[src/rtl/multicycle_alu.sv]
// Handshaked ALU: single-cycle logic/arith/shift ops, optional iterative MUL/DIV/REM.
// Define ALU_MULDIV_EN to build ops 10-12; otherwise they complete as illegal ops.
module multicycle_alu #(
  parameter int WIDTH = 19,
  parameter int SHW   = $clog2(WIDTH)
) (
  input  logic             clk,
  input  logic             reset,
  input  logic             in_valid,
  output logic             in_ready,
  input  logic [3:0]       op,
  input  logic [WIDTH-1:0] a,
  input  logic [WIDTH-1:0] b,
  output logic             out_valid,
  input  logic             out_ready,
  output logic [WIDTH-1:0] result,
  output logic [4:0]       flags
);

  localparam logic [1:0] S_IDLE = 2'd0;
  localparam logic [1:0] S_DONE = 2'd2;

  localparam logic [3:0] OP_ADD = 4'd0;
  localparam logic [3:0] OP_SUB = 4'd1;
  localparam logic [3:0] OP_INC = 4'd2;
  localparam logic [3:0] OP_DEC = 4'd3;
  localparam logic [3:0] OP_AND = 4'd4;
  localparam logic [3:0] OP_OR  = 4'd5;
  localparam logic [3:0] OP_XOR = 4'd6;
  localparam logic [3:0] OP_NOT = 4'd7;
  localparam logic [3:0] OP_SHL = 4'd8;
  localparam logic [3:0] OP_SHR = 4'd9;

  localparam logic [WIDTH-1:0] ONE = WIDTH'(1);

  // Returns {overflow, carry/borrow, sum}; overflow uses the operand sign bits.
  function automatic logic [WIDTH+1:0] add_sub(input logic signed [WIDTH-1:0] x,
                                               input logic signed [WIDTH-1:0] y,
                                               input logic                    sub);
    logic [WIDTH:0] r;
    logic           v;
    r = sub ? ({1'b0, x} - {1'b0, y}) : ({1'b0, x} + {1'b0, y});
    v = (x[WIDTH-1] ^ r[WIDTH-1]) & (x[WIDTH-1] ^ y[WIDTH-1] ^ ~sub);
    return {v, r};
  endfunction

  logic [1:0]       state;
  logic             accept;
  logic [WIDTH-1:0] as_y;
  logic             as_sub;
  logic [WIDTH+1:0] as_out;
  logic [SHW-1:0]   shamt;
  logic             sh_big;
  logic [WIDTH-1:0] sc_res;
  logic             sc_ill;
  logic             sc_v;
  logic             sc_c;

  assign in_ready  = (state == S_IDLE) && !reset;
  assign out_valid = (state == S_DONE);
  assign accept    = in_valid && in_ready;

  assign shamt  = b[SHW-1:0];
  assign sh_big = 32'(shamt) >= 32'(WIDTH);
  assign as_y   = ((op == OP_INC) || (op == OP_DEC)) ? ONE : b;
  assign as_sub = (op == OP_SUB) || (op == OP_DEC);
  assign as_out = add_sub(a, as_y, as_sub);

`ifdef ALU_MULDIV_EN
  localparam logic [1:0] S_BUSY = 2'd1;
  localparam logic [3:0] OP_MUL = 4'd10;
  localparam logic [3:0] OP_DIV = 4'd11;
  localparam logic [3:0] OP_REM = 4'd12;
  localparam int         CW     = $clog2(WIDTH + 1);
  localparam logic [CW-1:0] LAST = CW'(WIDTH - 1);

  logic                 is_iter;
  logic [CW-1:0]        iter_cnt;
  logic [3:0]           it_op;
  logic [2*WIDTH-1:0]   acc;
  logic [2*WIDTH-1:0]   mcand;
  logic [2*WIDTH-1:0]   acc_nxt;
  logic [WIDTH-1:0]     mplier;
  logic [WIDTH-1:0]     divisor;
  logic [WIDTH-1:0]     rem;
  logic [WIDTH-1:0]     quo;
  logic [WIDTH-1:0]     rem_nxt;
  logic [WIDTH-1:0]     quo_nxt;
  logic [WIDTH-1:0]     diff;
  logic [WIDTH:0]       shifted;
  logic                 ge;
  logic [WIDTH-1:0]     it_res;
  logic [4:0]           it_flags;

  // One partial product and one restoring-division step per BUSY cycle; the
  // final step's next-values are written straight into result on the last edge.
  always_comb begin
    acc_nxt  = mplier[0] ? (acc + mcand) : acc;
    shifted  = {rem, quo[WIDTH-1]};
    ge       = shifted >= {1'b0, divisor};
    diff     = shifted[WIDTH-1:0] - divisor;
    rem_nxt  = ge ? diff : shifted[WIDTH-1:0];
    quo_nxt  = {quo[WIDTH-2:0], ge};
    it_res   = quo_nxt;
    it_flags = '0;
    case (it_op)
      OP_MUL: begin
        it_res      = acc_nxt[WIDTH-1:0];
        it_flags[2] = |acc_nxt[2*WIDTH-1:WIDTH];
      end
      OP_REM: begin
        it_res      = rem_nxt;
        it_flags[3] = (divisor == '0);
      end
      default: begin
        it_res      = quo_nxt;
        it_flags[3] = (divisor == '0);
      end
    endcase
    it_flags[0] = (it_res == '0);
  end

  always_ff @(posedge clk) begin
    if (accept) begin
      acc     <= '0;
      mcand   <= {{WIDTH{1'b0}}, a};
      mplier  <= b;
      rem     <= '0;
      quo     <= a;
      divisor <= b;
      it_op   <= op;
    end else if (state == S_BUSY) begin
      acc    <= acc_nxt;
      mcand  <= {mcand[2*WIDTH-2:0], 1'b0};
      mplier <= {1'b0, mplier[WIDTH-1:1]};
      rem    <= rem_nxt;
      quo    <= quo_nxt;
    end
  end
`endif

  always_comb begin
    sc_res = '0;
    sc_ill = 1'b0;
    sc_v   = 1'b0;
    sc_c   = 1'b0;
`ifdef ALU_MULDIV_EN
    is_iter = 1'b0;
`endif
    case (op)
      OP_ADD, OP_SUB, OP_INC, OP_DEC: {sc_v, sc_c, sc_res} = as_out;
      OP_AND: sc_res = a & b;
      OP_OR:  sc_res = a | b;
      OP_XOR: sc_res = a ^ b;
      OP_NOT: sc_res = ~a;
      OP_SHL: sc_res = sh_big ? '0 : (a << shamt);
      OP_SHR: sc_res = sh_big ? '0 : (a >> shamt);
`ifdef ALU_MULDIV_EN
      OP_MUL, OP_DIV, OP_REM: is_iter = 1'b1;
`endif
      default: sc_ill = 1'b1;
    endcase
  end

  always_ff @(posedge clk) begin
    if (reset) begin
      state  <= S_IDLE;
      result <= '0;
      flags  <= '0;
`ifdef ALU_MULDIV_EN
      iter_cnt <= '0;
`endif
    end else begin
      case (state)
        S_IDLE: begin
          if (accept) begin
`ifdef ALU_MULDIV_EN
            iter_cnt <= '0;
            if (is_iter) state <= S_BUSY;
            else
`endif
            begin
              state  <= S_DONE;
              result <= sc_res;
              flags  <= {sc_ill, 1'b0, sc_v, sc_c, (sc_res == '0)};
            end
          end
        end
`ifdef ALU_MULDIV_EN
        S_BUSY: begin
          iter_cnt <= iter_cnt + 1'b1;
          if (iter_cnt == LAST) begin
            state  <= S_DONE;
            result <= it_res;
            flags  <= it_flags;
          end
        end
`endif
        S_DONE: if (out_ready) state <= S_IDLE;
        default: state <= S_IDLE;
      endcase
    end
  end

endmodule

[config.mk]
export PLATFORM = sky130hd
export DESIGN_NAME = multicycle_alu
export DESIGN_NICKNAME = d
export VERILOG_FILES = /design/src/rtl/multicycle_alu.sv
export SDC_FILE = /design/constraint.sdc
export NUM_CORES = 1
export LEC_CHECK = 0
export CORE_MARGIN = 5
export CORE_UTILIZATION = 40
export CTS_BUF_LIST = sky130_fd_sc_hd__clkbuf_16
export DETAILED_ROUTE_END_ITERATION = 8
export PLACE_DENSITY = 0.73
export SETUP_SLACK_MARGIN = 0.3
export SLEW_MARGIN = 25
export SYNTH_ARGS = -nofsm -noshare
export SYNTH_HDL_FRONTEND = slang
export SYNTH_SLANG_ARGS = --single-unit
export TNS_END_PERCENT = 30
[constraint.sdc]
create_clock -name clk -period 6.2 [get_ports clk]
set_input_delay 1.86 -clock clk [delete_from_list [all_inputs] [get_ports clk]]
set_output_delay 1.86 -clock clk [all_outputs]
set_load 0.005 [all_outputs]
==> results by group, run 1 <==
Finish
  – Antenna diodes: 0
  – Filler Cell Count: 1431
  – Layout cell share with drive strength beyond 1: 17.20%
  – Final non-filler cell area: 7207 µm²
  – Nets@finish: 956
  – Area growth syn-to-layout: 24.51%

Timing
  – Hold_ws: 0.4524 ns
  – Slew @ Worst Pin: 0.9013 ns
  – Final Max Slew Viols: 0
  – Final Cycle Share: 91.79%
  – RSZ-0062 raised after global routing: false
  – Fmax: 0.1757 GHz
  – Hold Fails Final Rpt: 0
  – Worst Skew: 0.005186 ns
  – Final setup fails: 0
  – Slew margin rel.: 39.15%
  – Post-route minimum period: 5.691 ns

Logic synthesis
  – Netlist cell types: 73
  – Post-Synth Adder-Cell Area: 13.10%
  – Syn. warnings: 0
  – Synth Cell Area: 5788 µm²
  – Post-synthesis simple-gate area fraction: 20.62%
  – Mux share of post-synthesis cell area: 21.70%
  – Sequential share of the synthesized area: 8.301%
  – Ys flop type: dfxtp_1
  – Post-Synthesis Cells: 753
  – Synth Area in Compound Gates: 25.38%
  – Synth area leader: ha_1
  – Top cells by area, synth: ha_1 13%, mux4_2 10%, dfxtp_1 8.3%
  – Fraction of registers with async set/reset: 0%
  – Avg Inst Size Synth: 7.687 µm²
  – Post-synth EDFFs: 0
  – Largest family of logic cells by synthesized area: compound AO/OA/AOI/OAI gates
  – Post-Syn Nets: 859
  – Top-area cell type share of the netlist area: 12.75%
  – Post-synthesis register bit count: 24
  – XOR/XNOR share of the synthesized area: 2.421%

Detailed routing
  – 1st-iter DRT viols: 762
  – Antenna Violating Nets Remaining: 0
  – DRC viols: 0
  – Via Count: 6451
  – Drt pass-1 iters: 7
  – Final WL: 23340 µm
  – Via density: 6.245
  – WL/cell: 22.60 µm

Floorplan
  – Initial Util: 40.28%
  – Die width: 130.3 µm
  – Core box area: 14370 µm²
  – Die H: 130.3 µm
  – Num rows: 44
  – Die Area: 16980 µm²
  – Top Ports: 72

Setup path
  – Slowest stage cell, crit path: or4_1
  – Startpoint class of the critical path: input pin
  – Critical path's most frequent cell: buf_4
  – Crit-path max FO: 31
  – Reg2reg start: state[1]
  – Worst Setup SP: b[2]
  – CP endpoint kind: flip-flop
  – WS Path Type: input pin to flip-flop
  – Arrival time worst endpoint: 5.87 ns
  – Delay of the slowest critical-path stage: 0.58 ns
  – Worst path required time: 6.37 ns
  – CP cell instances: clkdlybuf4s50_1 -> buf_4 -> inv_1 -> nand2_1 -> o211ai_1 -> o211ai_1 -> buf_4 -> ha_1 -> buf_4 -> o2111ai_1 -> buf_4 -> and3_1 -> a21oi_1 -> nand3_1 -> nand4_1 -> o311ai_0 -> or4_1 -> o41ai_2

GRT
  – Initial antenna violation count: 0
  – Vias in the first global route: 6141
  – Largest net degree at the start of global routing: 44
  – First-pass GRT wire length: 35900 µm
  – Grt total ovfl: 0
  – Total GRT Usage: 27.36%

CTS
  – CTS buffer count: 3
  – Root Driver: clkbuf_16
  – Clock sink count: 24
  – Worst-path clk slew: 0.06 ns
  – CTS tree: built
  – H-tree lvl count: 1
  – Longest Clk Path Bufs: 2
  – Clk_lat worst skew: 0.26 ns

Flow run
  – Max_cap viols: 0

Status
  – Status: completed

Pwr
  – Static leakage: 0.003096 µW
  – Worst VDD drop: 0.00007890 V
  – Pwr Total: 957.9 µW
  – PwrDens: 132.9 nW/µm²

Placed design
  – DP HPWL: 18770 µm
  – Port bufs: 70
  – Cell area after placement: 6992 µm²
  – Gp weighted congestion: 1.062

Worst hold path
  – Hold Path Class: flip-flop to flip-flop
  – Min-delay src: result[3]
-- flip-flops by register name, summed over array words and instances, names as in the netlist --
| register | cells |
|---|---|
| result | 19 |
| flags | 4 |
| state | 1 |
-- placed cells by master (no fill, tap or decap), types with 7 or more instances in the layout --
cell type | netlist | routed
nand2_1 | 73 | 73
buf_4 | 3 | 73
clkdlybuf4s50_1 | 0 | 65
inv_1 | 59 | 59
nor2_1 | 62 | 58
ha_1 | 59 | 57
a21oi_1 | 50 | 48
mux2i_1 | 33 | 33
o21ai_0 | 32 | 29
mux4_2 | 26 | 26
dfxtp_1 | 24 | 24
nand3_1 | 23 | 23
o211ai_1 | 20 | 20
a211oi_1 | 18 | 18
mux2_2 | 15 | 15
a22o_1 | 14 | 14
nor2b_1 | 13 | 13
o22ai_1 | 11 | 11
nor3_1 | 12 | 11
a31oi_1 | 10 | 10
nand2b_1 | 9 | 9
o21a_1 | 8 | 8
xnor2_1 | 8 | 8
xor2_1 | 8 | 8
nand4_1 | 7 | 7
and2_1 | 7 | 7
-- worst max-delay path: cells and delay by family --
family	cells	cell delay, ns
buf+inv	6	1.29
compound gates	6	1.26
simple gates	5	1.12
fa+ha+maj	1	0.33
-- layer usage --
layer  GRT usage (%)  vias up  wire length [µm]
met2           42.28      330             10320
met5               0        -                 0
met4           11.80        0              1137
met3           3.397       65              1918
met1           38.33     3046              9967
li1                -     3010                 -
-- final cells by class --
cell class | count | area [µm²] | share of cell area (%)
Multi-Input combinational cell | 616 | 4920 | 68.26
Timing Repair Buffer | 143 | 1239 | 17.19
Sequential cell | 24 | 480.5 | 6.667
Inverter | 62 | 232.7 | 3.229
Tap cell | 184 | 230.2 | 3.194
Clock buffer | 3 | 75.07 | 1.042
Clock inverter | 1 | 30.03 | 0.4167
-- report_power, final --
| part | switching (µW) | internal, µW |
|---|---|---|
| registers | 4.64 | 163 |
| logic | 335 | 271 |
| clock network | 55.7 | 128 |
| total | 396 | 562 |
-- cell families (layout without fill, tap and decap cells) --
family | count (synthesis) | in the layout
multiplexers | 81 | 81
other | 1 | 1
buffers and inverters | 113 | 209
adder cells (fa/ha/maj) | 60 | 60
flip-flops | 24 | 24
AND/OR/NAND/NOR | 243 | 243
XOR/XNOR | 16 | 16
AO/OA/AOI/OAI | 215 | 215
-- through the flow --
step / setup WS, ns / utilization (%) / TNS (ns) / std cells
2_1_floorplan: 0.3078 / - / 0 / 753
3_3_place_gp: 0.03415 / 48.64 / 0 / 1027
3_5_place_dp: -0.08685 / 48.66 / -0.08685 / 1027
4_1_cts: 0.3141 / 49.61 / 0 / 1032
5_1_grt: 0.3104 / 50.16 / 0 / 1033
6_report: 0.5088 / 50.16 / 0 / 1033
-- timing repair --
| item | CTS | global route |
|---|---|---|
| hold buffers | 0 | 0 |
| pin swaps | 2 | 3 |
| setup buffers | 1 | 1 |
| hold endpoints to repair | 0 | 0 |
| endpoints found under the setup margin | 1 | 4 |
| gates cloned | 0 | 0 |
| gates resized for setup | 6 | 14 |
-- synth_stat cells (11+ instances only) --
master	instances
clkbuf_1	32
a211oi_1	18
o22ai_1	11
nor2b_1	13
nor2_1	62
mux2i_1	33
mux2_2	15
nand3_1	23
ha_1	59
mux4_2	26
dfxtp_1	24
inv_1	59
o211ai_1	20
a22o_1	14
o21ai_0	32
nor3_1	12
a21oi_1	50
nand2_1	73
-- final timing paths --
path / end / slack, ns / cells past startpoint
max: flags[0] / 0.51 / 18
min: result[3] / 0.45 / 2
max reg2reg: flags[0] / 3.15 / 9
min reg2reg: result[3] / 0.45 / 2
Power figures use the tool's default switching activity.
==> run 2: changes to the inputs <==
- CAP_MARGIN: not set -> 20
- GPL_ROUTABILITY_DRIVEN: not set -> 0
==> results by group, run 2 (same netlist as run 1, synthesis figures left out) <==
Status
  – Status: completed

Finish
  – Max reg flops: 19
  – Antenna diodes: 0
  – Reg with most FFs: result
  – Filler Cell Count: 1394
  – Commonest non-fill, non-tap cell in the layout: nand2_1
  – Final non-filler cell area: 7124 µm²
  – Util after Layout: 49.58%
  – Area growth syn-to-layout: 23.09%
  – Register area: 480.5 µm²
  – Layout cell share with drive strength beyond 1: 16.69%
  – Largest regs: result: 19 flops, flags: 4 flops, state: 1 flops
  – Nets@finish: 941
  – Multi-input gate area: 4977 µm²
  – Most frequent cells in the layout: 73 x nand2_1, 64 x clkdlybuf4s50_1, 59 x inv_1

GRT
  – Total GRT Usage: 24.86%
  – Largest net degree at the start of global routing: 54
  – Initial antenna violation count: 0
  – Grt total ovfl: 0
  – Vias in the first global route: 5860
  – First-pass GRT wire length: 33180 µm

Timing
  – Fmax: 0.1724 GHz
  – RSZ-0062 raised after global routing: false
  – Slew margin rel.: 33.49%
  – Final Cycle Share: 93.56%
  – Worst Skew: 0.005012 ns
  – Worst Slack Setup Final: 0.3990 ns
  – Slew @ Worst Pin: 0.9838 ns
  – Final Max Slew Viols: 0
  – Final setup fails: 0
  – Hold Fails Final Rpt: 0
  – Post-route minimum period: 5.801 ns
  – Hold_ws: 0.4529 ns

Floorplan
  – Initial Util: 40.28%
  – Die width: 130.3 µm
  – Num rows: 44
  – Die Area: 16980 µm²
  – Core box area: 14370 µm²
  – Top Ports: 72
  – Die H: 130.3 µm

CTS
  – Worst-path clk slew: 0.06 ns
  – Clk_lat worst skew: 0.26 ns
  – H-tree lvl count: 1
  – CTS tree: built
  – Clock sink count: 24
  – Root Driver: clkbuf_16
  – Post-CTS Hold Buffers: 0
  – CTS buffer count: 3
  – Longest Clk Path Bufs: 2

Setup path
  – Crit-path max FO: 31
  – CP cell instances: clkdlybuf4s50_1 -> buf_4 -> inv_1 -> nand2_1 -> o211ai_1 -> o211ai_1 -> ha_1 -> a21o_1 -> a21oi_2 -> a21oi_1 -> xor2_1 -> a221o_1 -> nor4b_2 -> nand4_1 -> or4_1 -> o41ai_2
  – Startpoint class of the critical path: input pin
  – Critical path's most frequent cell: o211ai_1
  – Arrival time worst endpoint: 5.96 ns
  – Worst path required time: 6.36 ns
  – CP Buf/Inv Count: 3
  – Slowest stage cell, crit path: or4_1
  – Top delay family on crit path: compound AO/OA/AOI/OAI gates
  – WS Path Type: input pin to flip-flop
  – Delay of the slowest critical-path stage: 0.53 ns
  – CP endpoint kind: flip-flop

Placed design
  – Cell area after placement: 6872 µm²
  – Pre-CTS setup slack: -0.07048 ns
  – DP HPWL: 17040 µm
  – Port bufs: 70

Worst hold path
  – Hold Path Class: flip-flop to flip-flop

Detailed routing
  – DRC viols: 0
  – Via Count: 6454
  – WL/cell: 21.42 µm
  – Via density: 6.346
  – Antenna Violating Nets Remaining: 0
  – 1st-iter DRT viols: 831
  – Drt pass-1 iters: 7
  – Final WL: 21780 µm

Pwr
  – PwrDens: 126.4 nW/µm²
  – Worst VDD drop: 0.00009148 V
  – Static leakage: 0.003031 µW

Flow run
  – Max_cap viols: 0
==> run 2: changes by cell type in the layout (fill, tap and decap cells not counted), moves of 2 or more <==
cell	change
o221ai_2	+2
a211oi_1	-2
a211oi_2	+2
o21ai_1	+3
o221ai_1	-2
o21ai_0	-2
a21oi_2	+3
a21oi_1	-2
buf_4	-15
nor3_4	+2
==> run 2: metal layers <==
| layer | global-route usage (%) | part of all wire [%] |
|---|---|---|
| met2 | 37.02 | 43 |
| met3 | 4.011 | 11 |
| met4 | 14.61 | 6.9 |
| met5 | 0 | 0 |
| met1 | 33.82 | 40 |
==> run 2: timing repair <==
action,in CTS,in global routing
pin swaps,0,15
resized for setup,5,30
setup endpoints to repair,1,4
endpoints found under the hold margin,0,0
setup buffers,0,3
==> run 2: cell type report <==
cell class,instances,share of cell area [%]
repair buffers,128,15.84
multi-input cells,616,69.86
clock buffers,3,1.054
inverters,62,3.267
well taps,184,3.231
flip-flops and latches,24,6.744
==> run 2: report_power, final <==
| group | leakage [µW] | switching (µW) | internal, µW |
|---|---|---|---|
| registers | 0.000195 | 4.75 | 163 |
| clock network | 0.0000370 | 51.2 | 85.2 |
| logic | 0.00280 | 332 | 264 |
==> run 2: worst min-delay path, cell delays in order, from the launching register on <==
cell     delay [ns]
dfxtp_1        0.31
nand2_1        0.05
nand2_1        0.05
==> run 2: final timing paths <==
check              end  cells past startpoint       from  slack [ns]
max reg2reg   flags[0]                      9   state[1]        2.96
max           flags[0]                     16       b[2]        0.40
min          result[3]                      2  result[3]        0.45
min reg2reg  result[3]                      2  result[3]        0.45
==> run 2: stage by stage <==
stage          cells  setup TNS [ns]  total power (µW)
4_1_cts         1014               0             865.9
2_1_floorplan    753               0             525.4
5_1_grt         1017               0             952.0
3_5_place_dp    1011        -0.07048             725.3
3_3_place_gp    1011               0             718.7
6_report        1017               0             900.3
==> run 3: changes to the inputs <==
- PLACE_DENSITY: 0.73 -> 0.71
- clock period: 6.2 -> 5.5 ns (I/O delays scaled with it)
==> results by group, run 3 (same netlist as run 1, synthesis figures left out) <==
Floorplan
  – Core box area: 14370 µm²
  – Die width: 130.3 µm
  – Initial Util: 40.28%
  – Die H: 130.3 µm
  – Num rows: 44
  – Die Area: 16980 µm²
  – Top Ports: 72

Timing
  – Hold Fails Final Rpt: 0
  – Worst Skew: 0.004575 ns
  – Worst Slack Setup Final: 0.3062 ns
  – Final Cycle Share: 94.43%
  – Fmax: 0.1925 GHz
  – Post-route minimum period: 5.194 ns
  – TNS Setup: 0 ns
  – Slew margin rel.: 35.92%
  – RSZ-0062 raised after global routing: true
  – Final Max Slew Viols: 0
  – Final setup fails: 0
  – Slew @ Worst Pin: 0.9479 ns

Placed design
  – Cell area after placement: 7390 µm²
  – Placed Cells: 1062
  – Pre-CTS setup slack: -0.4459 ns
  – DP HPWL: 17820 µm
  – Port bufs: 70

CTS
  – Worst-path clk slew: 0.06 ns
  – Clock sink count: 24
  – Longest Clk Path Bufs: 2
  – CTS tree: built
  – H-tree lvl count: 1
  – Root Driver: clkbuf_16
  – CTS buffer count: 3
  – Post-CTS Hold Buffers: 0
  – Clk_lat worst skew: 0.26 ns

Setup path
  – WS Path Type: input pin to flip-flop
  – Crit-path max FO: 4
  – Worst path required time: 5.66 ns
  – Reg-to-reg slack, setup: 2.71 ns
  – Arrival time worst endpoint: 5.36 ns
  – CP endpoint kind: flip-flop
  – R2R depth: 9
  – Reg2reg end: flags[0]
  – Reg2reg start: state[1]
  – Startpoint class of the critical path: input pin

Worst hold path
  – Worst Hold Depth: 2
  – Hold Path Class: flip-flop to flip-flop
  – Min-delay src: result[3]
  – Endpoint, Worst Hold: result[3]

Finish
  – Largest regs: result: 19 flops, flags: 4 flops, state: 1 flops
  – Layout cell share with drive strength beyond 1: 22.95%
  – Area growth syn-to-layout: 31.13%
  – Nets@finish: 996
  – Most frequent cells in the layout: 111 x buf_4, 71 x nand2_1, 61 x clkdlybuf4s50_1
  – Final non-filler cell area: 7590 µm²
  – Commonest non-fill, non-tap cell in the layout: buf_4
  – Reg with most FFs: result
  – Final Non-Filler Cells: 1074
  – Max reg flops: 19

GRT
  – Largest net degree at the start of global routing: 51
  – Grt total ovfl: 0
  – First-pass GRT wire length: 34440 µm
  – Vias in the first global route: 6107
  – Initial antenna violation count: 1
  – Total GRT Usage: 25.73%

Pwr
  – Pwr Total: 1082 µW
  – Worst VDD drop: 0.0001133 V
  – PwrDens: 142.5 nW/µm²
  – Static leakage: 0.003306 µW

Detailed routing
  – Final WL: 22130 µm
  – 1st-iter DRT viols: 834
  – Via Count: 6709
  – Drt pass-1 iters: 6
  – Antenna Violating Nets Remaining: 0
  – WL/cell: 20.61 µm
  – DRC viols: 0
  – Via density: 6.247

Status
  – Status: completed

Flow run
  – Max_cap viols: 0
## run 3: cell types whose count changed in the layout (fill, tap and decap cells not counted), sizes merged
cell,before,now
clkbuf,3,4
clkdlybuf4s50,64,61
clkinv,1,2
diode,0,1
clkdlybuf4s15,0,1
dlygate4sd2,0,3
buf,61,116
dlymetal6s2s,3,1
## run 3: cell type report
class / instances / area [µm²]
Clock buffer: 3 / 75.07
Clock inverter: 1 / 3.754
Multi-Input combinational cell: 616 / 5020
Fill cell: 1355 / 6779
Antenna cell: 1 / 2.502
Inverter: 62 / 232.7
Timing Repair Buffer: 183 / 1545
Tap cell: 184 / 230.2
Sequential cell: 24 / 480.5
## run 3: where the power goes
| group | internal, µW | switching (µW) | total (µW) |
|---|---|---|---|
| registers | 184 | 5.35 | 189 |
| clock network | 97.0 | 57.2 | 154 |
| logic | 348 | 391 | 739 |
| total | 628 | 454 | 1080 |
## run 3: through the flow
| step | hold WS (ns) | utilization (%) |
|---|---|---|
| 6_report | 0.4578 | 52.82 |
| 5_1_grt | 0.4859 | 52.82 |
| 4_1_cts | 0.4627 | 52.53 |
| 3_5_place_dp | 0.4537 | 51.43 |
| 3_3_place_gp | 0.4388 | 51.41 |
| 2_1_floorplan | 0.4388 | - |
## run 3: worst max path at each step
stage	from	slack (ns)	endpoint	cells past startpoint
3_3_place_gp	op[2]	-0.32	flags[0]	20
2_1_floorplan	b[0]	0.22	flags[0]	22
3_5_place_dp	op[2]	-0.45	flags[0]	20
4_1_cts	op[3]	0.30	flags[0]	20
5_1_grt	b[6]	0.15	flags[0]	19
6_report	op[2]	0.31	flags[0]	17
## run 3: repair_timing
action,4_1_cts,5_1_grt
pin swaps,14,13
resized for setup,19,8
hold endpoints to repair,0,0
endpoints found under the setup margin,5,5
buffers inserted,5,2
## run 3: layer usage
layer,vias to the layer above,global-route usage [%],wire length (µm)
met3,88,4.257,2183
met1,3106,35.71,9260
met4,0,12.65,1248
met2,420,38.59,9442
li1,3095,-,-
met5,-,0,0
## run 3: critical path: stages
cell and delay (ns):
clkdlybuf4s15_2 0.21, nor2_4 0.14, and2_4 0.19, nor2_4 0.05, ha_4 0.17, buf_4 0.15
o21ai_4 0.17, o211ai_1 0.14, ha_1 0.27, or4_1 0.58, o22ai_1 0.22, xnor2_1 0.15
o211ai_1 0.17, nor4b_2 0.27, nand4_1 0.12, or4_4 0.43, o41ai_2 0.27
